**config.mk**
```make
export PLATFORM = sky130hd
export DESIGN_NAME = snake_step_scheduler
export DESIGN_NICKNAME = d
export VERILOG_FILES = /design/src/rtl/snake_pkg.sv /design/src/rtl/snake_step_scheduler_dir_queue.sv /design/src/rtl/snake_step_scheduler.sv
export SDC_FILE = /design/constraint.sdc
export NUM_CORES = 1
export LEC_CHECK = 0
export CORE_AREA = 2 2 91 93
export DETAILED_ROUTE_END_ITERATION = 10
export DIE_AREA = 0 0 93 95
export MAX_ROUTING_LAYER = met4
export PLACE_DENSITY = 0.74
export SYNTH_ARGS = -nofsm -noshare
export SYNTH_HDL_FRONTEND = slang
export SYNTH_SLANG_ARGS = --single-unit
```
**constraint.sdc**
```tcl
create_clock -name clk -period 4.5 [get_ports clk]
set_input_delay 0.9 -clock clk [delete_from_list [all_inputs] [get_ports clk]]
set_output_delay 0.9 -clock clk [all_outputs]
set_load 0.05 [all_outputs]
```
**src/rtl/snake_pkg.sv**
```systemverilog
// Shared types and helpers for the snake movement-step scheduler.
package snake_pkg;

   // Width of the tick period and tick counter.
   localparam int TICK_W = 24;

   // The direction queue holds exactly two pending presses.
   localparam int QDEPTH = 2;

   typedef enum logic [1:0] {
      UP    = 2'b00,
      DOWN  = 2'b01,
      LEFT  = 2'b10,
      RIGHT = 2'b11
   } direction_e;

   typedef enum logic [1:0] {
      IDLE      = 2'b00,
      WAIT_TICK = 2'b01,
      REQ       = 2'b10,
      GAME_OVER = 2'b11
   } state_e;

   // Opposite heading: UP<->DOWN and LEFT<->RIGHT differ only in bit 0.
   function automatic logic [1:0] opposite(input logic [1:0] d);
      return d ^ 2'b01;
   endfunction

endpackage

```
**src/rtl/snake_step_scheduler_dir_queue.sv**
```systemverilog
// Two-entry direction FIFO. The owner decides legality; this block only
// stores, and tolerates a pop and a push in the same cycle even when full.
module dir_queue
   import snake_pkg::*;
(
   input  logic       clk,
   input  logic       nrst,
   input  logic       clear,
   input  logic       push,
   input  logic [1:0] push_data,
   input  logic       pop,
   output logic [1:0] head,
   output logic [1:0] tail,
   output logic [1:0] count
);

   logic [1:0] mem_q [QDEPTH];
   logic       rd_ptr_q;
   logic [1:0] count_q;
   logic [1:0] count_d;
   logic       do_pop;
   logic       do_push;
   logic       wr_ptr;

   // A pop on an empty queue does nothing; a push is allowed when full only
   // if a pop frees the head slot in the same cycle.
   assign do_pop  = pop && (count_q != 2'd0);
   assign do_push = push && (do_pop || (count_q != 2'd2));

   // Next free slot; with two entries it is the head slot, which a
   // simultaneous pop is vacating.
   assign wr_ptr = rd_ptr_q ^ count_q[0];

   assign head  = mem_q[rd_ptr_q];
   assign tail  = mem_q[rd_ptr_q ^ count_q[1]];
   assign count = count_q;

   // Occupancy update from the accepted push/pop pair.
   always_comb begin
      count_d = count_q;
      case ({do_push, do_pop})
         2'b10:   count_d = count_q + 2'd1;
         2'b01:   count_d = count_q - 2'd1;
         default: count_d = count_q;
      endcase
   end

   // Storage, read pointer and occupancy.
   always_ff @(posedge clk or negedge nrst) begin
      if (!nrst) begin
         rd_ptr_q <= 1'b0;
         count_q  <= 2'd0;
         for (int i = 0; i < QDEPTH; i++) begin
            mem_q[i] <= 2'b00;
         end
      end else if (clear) begin
         rd_ptr_q <= 1'b0;
         count_q  <= 2'd0;
      end else begin
         if (do_push) begin
            mem_q[wr_ptr] <= push_data;
         end
         if (do_pop) begin
            rd_ptr_q <= ~rd_ptr_q;
         end
         count_q <= count_d;
      end
   end

endmodule

```
**src/rtl/snake_step_scheduler.sv**
```systemverilog
// Snake movement sequencer: filters direction presses into a small queue,
// runs the game-tick timer and issues one move per tick over req/ack.
module snake_step_scheduler
   import snake_pkg::*;
#(
   parameter logic [TICK_W-1:0] TICK_PERIOD = 24'd1_000_000,
   parameter logic [TICK_W-1:0] TICK_MIN    = 24'd250_000,
   parameter logic [TICK_W-1:0] SPEEDUP     = 24'd50_000
) (
   input  logic       clk,
   input  logic       nrst,
   input  logic       enable,
   input  logic       pause,
   input  logic       dir_valid,
   input  logic [1:0] dir_in,
   input  logic       apple_eaten,
   input  logic       step_ack,
   input  logic       collision,
   output logic       step_req,
   output logic [1:0] step_dir,
   output logic [1:0] cur_dir,
   output logic [1:0] q_count,
   output logic       game_over
);

   state_e            state_q;
   logic [1:0]        cur_dir_q;
   logic [1:0]        step_dir_q;
   logic              step_req_q;
   logic              game_over_q;
   logic [TICK_W-1:0] period_q;
   logic [TICK_W-1:0] cnt_q;

   logic [1:0]        q_head;
   logic [1:0]        q_tail;
   logic [1:0]        q_cnt;
   logic              q_pop;
   logic              q_push;
   logic              q_clear;

   logic              tick_fire;
   logic [1:0]        ref_dir;
   logic              press_legal;
   logic              full_after_pop;
   logic [1:0]        cur_dir_d;
   logic [TICK_W-1:0] period_d;
   logic [TICK_W-1:0] period_margin;

   // Tick expiry, queue control and press legality.
   always_comb begin
      tick_fire = (state_q == WAIT_TICK) && !pause && (cnt_q == '0);
      q_clear   = !enable;
      q_pop     = enable && tick_fire && (q_cnt != 2'd0);
      cur_dir_d = q_pop ? q_head : cur_dir_q;

      // Compare against the newest pending heading. After a same-cycle pop
      // this is still the old tail when one remains, otherwise the popped
      // head, which equals the old tail, so the pre-pop tail is correct.
      ref_dir        = (q_cnt != 2'd0) ? q_tail : cur_dir_q;
      press_legal    = (dir_in != ref_dir) && (dir_in != opposite(ref_dir));
      full_after_pop = (q_cnt == 2'd2) && !q_pop;
      q_push         = enable && dir_valid && (state_q != GAME_OVER) &&
                       press_legal && !full_after_pop;

      // Saturating speed-up; period never drops below TICK_MIN.
      period_margin = period_q - TICK_MIN;
      period_d      = (period_margin > SPEEDUP) ? (period_q - SPEEDUP) : TICK_MIN;
   end

   dir_queue u_dir_queue (
      .clk       (clk),
      .nrst      (nrst),
      .clear     (q_clear),
      .push      (q_push),
      .push_data (dir_in),
      .pop       (q_pop),
      .head      (q_head),
      .tail      (q_tail),
      .count     (q_cnt)
   );

   // Game FSM with tick counter, heading, period and registered handshake outputs.
   always_ff @(posedge clk or negedge nrst) begin
      if (!nrst) begin
         state_q     <= IDLE;
         cur_dir_q   <= RIGHT;
         step_dir_q  <= RIGHT;
         step_req_q  <= 1'b0;
         game_over_q <= 1'b0;
         period_q    <= TICK_PERIOD;
         cnt_q       <= TICK_PERIOD - 1'b1;
      end else if (!enable) begin
         state_q     <= IDLE;
         cur_dir_q   <= RIGHT;
         step_dir_q  <= RIGHT;
         step_req_q  <= 1'b0;
         game_over_q <= 1'b0;
         period_q    <= TICK_PERIOD;
         cnt_q       <= TICK_PERIOD - 1'b1;
      end else begin
         case (state_q)
            IDLE: begin
               state_q <= WAIT_TICK;
               cnt_q   <= period_q - 1'b1;
            end
            WAIT_TICK: begin
               if (tick_fire) begin
                  state_q    <= REQ;
                  cur_dir_q  <= cur_dir_d;
                  step_dir_q <= cur_dir_d;
                  step_req_q <= 1'b1;
               end else if (!pause) begin
                  cnt_q <= cnt_q - 1'b1;
               end
            end
            REQ: begin
               if (step_ack) begin
                  step_req_q <= 1'b0;
                  if (collision) begin
                     state_q     <= GAME_OVER;
                     game_over_q <= 1'b1;
                  end else begin
                     state_q <= WAIT_TICK;
                     cnt_q   <= period_q - 1'b1;
                  end
               end
            end
            default: begin
               // GAME_OVER: hold until enable drops.
               state_q <= GAME_OVER;
            end
         endcase

         // A new period only matters at the next reload of the counter.
         if (apple_eaten && (state_q != IDLE)) begin
            period_q <= period_d;
         end
      end
   end

   assign step_req  = step_req_q;
   assign step_dir  = step_dir_q;
   assign cur_dir   = cur_dir_q;
   assign q_count   = q_cnt;
   assign game_over = game_over_q;

endmodule

```
==> results.cfg <==
[placement]
dpl_cell_area_um2 = 4550
io_buffers = 17
dp_hpwl_mm = 8.06
place_congestion = 0.927

[clocking]
cts_resized = 0
cts.clk_slew.worst_paths_ns = 0.08
ctsLongestPathBuffers = 2
ctsHoldBuffers = 0
cts_max_level = 3
clock_sinks = 57
cts-root-buf = clkbuf_8
clkLatencyLatePin_ns = 0.35
post_cts_buffers = 0
cts_tree = yes
cts_made_buffers = 9

[global_route]
grtUsageTotal_pct = 29.7
antenna_found_initial = 0
grt_max_degree = 35
grt_pass1_wl_mm = 20.1
grt-ovfl-total = 0
grt_pass1_vias = 3965

[worst_setup_path]
cp-start-kind = flop
startpoint = state_q[1]
crit-reg2reg-launch = state_q[1]
r2r_setup_slack_ns = 1.22
rr_worst_depth = 8
critPathRequiredTime_ns = 4.70
critPathArrivalTime_ns = 3.48
cp-end-kind = flop
slowest_delay_ns = 0.67
cp_num_cells = 8
crit_family = compound AO/OA/AOI/OAI gates
crit_slowest_cell = dfrtp_1
path_buf_inv = 1
path_max_fanout = 34
cp_cell_sequence = nand2b_1 -> buf_4 -> a31oi_1 -> a21oi_1 -> nand3_1 -> a2111oi_2 -> mux2i_1 -> o221ai_1
criticalPathCategory = flop to flop

[synthesis]
synth-edff-count = 0
avgSynthCellArea_um2 = 8.02
syn_area_um2 = 4350
synth_ff_type = dfrtp_1
synth.net_count = 556
synthCells = 542
synth-seq-cells = 57
yosysUniqueCellTypes = 71
postSynth.asyncResetShare_pct = 100
ys_seq_area_share_pct = 33.4
yosys_warnings = 0

[floorplanning]
fp.coreArea_um2 = 7930
num_io_pins = 18
rows = 33
dieArea_um2 = 8840
fp.dieH_um = 95
die_x_um = 93
start_util_pct = 54.8

[final_layout]
mostFrequentLayoutCell = nor2_1
stdcell_area_um2 = 4790
nNetsFinal = 551
syn_to_final_growth_pct = 10.3
drive_gt1_share_pct = 12.7
diodes = 0
layout.cells.most_common_list = nor2_1, nand2_1, dfrtp_1

[worst_hold_path]
min_path_type = flop to flop
hp-start = u_dir_queue.mem_q[0]
holdPathStages = 1

[timing]
rsz0062_at_grt = no
max_freq_mhz = 305
fin_crit_sh_pct = 72.9
finalClockSkew_ns = 0.0134
max_slew_margin_pct = 27.2
worst_pin_slew_ns = 1.09
tns_ns = 0
finalMaxSlewViolations = 0
hold_viol = 0
min_period_ns = 3.28
setup_viol = 0

[drt]
drtAntennaViolNets = 0
first_iter_violations = 322
drtPass1Iterations = 7
wl_mm = 11.9
via_per_inst = 6.46
routedWlPerCell_um = 18.4
vias = 4179
drc_errors = 0

[outcome]
status = complete, no violations

[run]
maxCapViolations = 0

[power]
power_density_nw_per_um2 = 304
pwr-share-clk_pct = 41.8
ir_worst_vdd_uv = 210
leakage_nw = 1.82
switchingPower_w = 0.000422
pwr-share-seq_pct = 42.0
intPower_w = 0.00103
p_sw_share_pct = 29.0
power_frac_comb_pct = 16.2
## routing by layer
metal  wire length [um]  up-vias  GRT usage (%)
met3                711       28           4.23
met5                  0        -              -
met4                261        0           11.4
li1                   -     1979              -
met2               5550      147           46.6
met1               5390     2025           39.2
## metrics by stage
step | setup slack (ns) | std cells | power [W] | hold slack (ns) | util [%]
6_report | 1.22 | 647 | 0.00146 | 0.501 | 60.5
5_1_grt | 0.988 | 647 | 0.00152 | 0.533 | 60.5
4_1_cts | 1.26 | 647 | 0.00146 | 0.502 | 60.5
3_5_place_dp | 0.966 | 631 | 0.000850 | 0.486 | 57.4
3_3_place_gp | 1.05 | 631 | 0.000839 | 0.476 | 57.4
2_1_floorplan | 1.22 | 542 | 0.000776 | 0.464 | -
## cell type report
class                   instances  area (um^2)
clock buffers                  11          141
clock inverters                 5          103
fillers                       726         3130
inverters                      13         48.8
multi-input cells             428         2670
flip-flops and latches         57         1450
well taps                     105          131
repair buffers                 28          248
## kinds of logic after synthesis
family / after synthesis / synth area share, %
simple gates: 223 / 25.0
compound gates: 160 / 25.9
buf+inv: 57 / 5.24
flops: 57 / 33.4
mux: 28 / 6.68
xor+xnor: 13 / 2.62
fa+ha+maj: 4 / 1.15
## power by group through the flow
| stage | clock network, W | logic [W] | registers, W |
|---|---|---|---|
| after global routing | 0.000638 | 0.000263 | 0.000619 |
| after CTS | 0.000614 | 0.000234 | 0.000609 |
| after floorplan | 0 | 0.000186 | 0.000589 |
| after global placement | 0 | 0.000224 | 0.000615 |
| after detailed placement | 0 | 0.000232 | 0.000618 |
| final | 0.000608 | 0.000236 | 0.000612 |
## synth_stat cells, types with 12 or more instances
master	instances	share of area (%)
nand3_1	16	1.8
o211ai_1	15	2.6
clkbuf_1	36	3.1
dfstp_2	21	13
nand2_1	63	5.4
o21ai_0	35	4.0
dfrtp_1	36	21
inv_1	12	1.0
nor2_1	66	5.7
mux2i_1	20	4.6
a21oi_1	29	3.3
nor3_1	13	1.5
## worst reg2reg max path, cell delays in order, from the launching register on
cell	delay, ns
dfrtp_1	0.67
nand2b_1	0.20
buf_4	0.36
a31oi_1	0.26
a21oi_1	0.54
nand3_1	0.29
a2111oi_2	0.40
mux2i_1	0.25
o221ai_1	0.15
## sequential cells by signal (all words and copies together), names as in the netlist
| name | cells |
|---|---|
| u_dir_queue.mem_q | 4 |
| game_over | 1 |
| state_q | 2 |
| u_dir_queue.count | 2 |
| step_req | 1 |
| cnt_q | 24 |
| u_dir_queue.rd_ptr_q | 1 |
| step_dir | 2 |
| period_q | 20 |
## worst paths after layout
kind,end
worst min register to register,u_dir_queue.mem_q[0]
worst max-delay path,cnt_q[23]
min in group asynchronous,cnt_q[6]
max in group asynchronous,step_dir[0]
worst min-delay path,u_dir_queue.mem_q[0]
worst max register to register,cnt_q[23]
(Power assumes the default switching activity.)
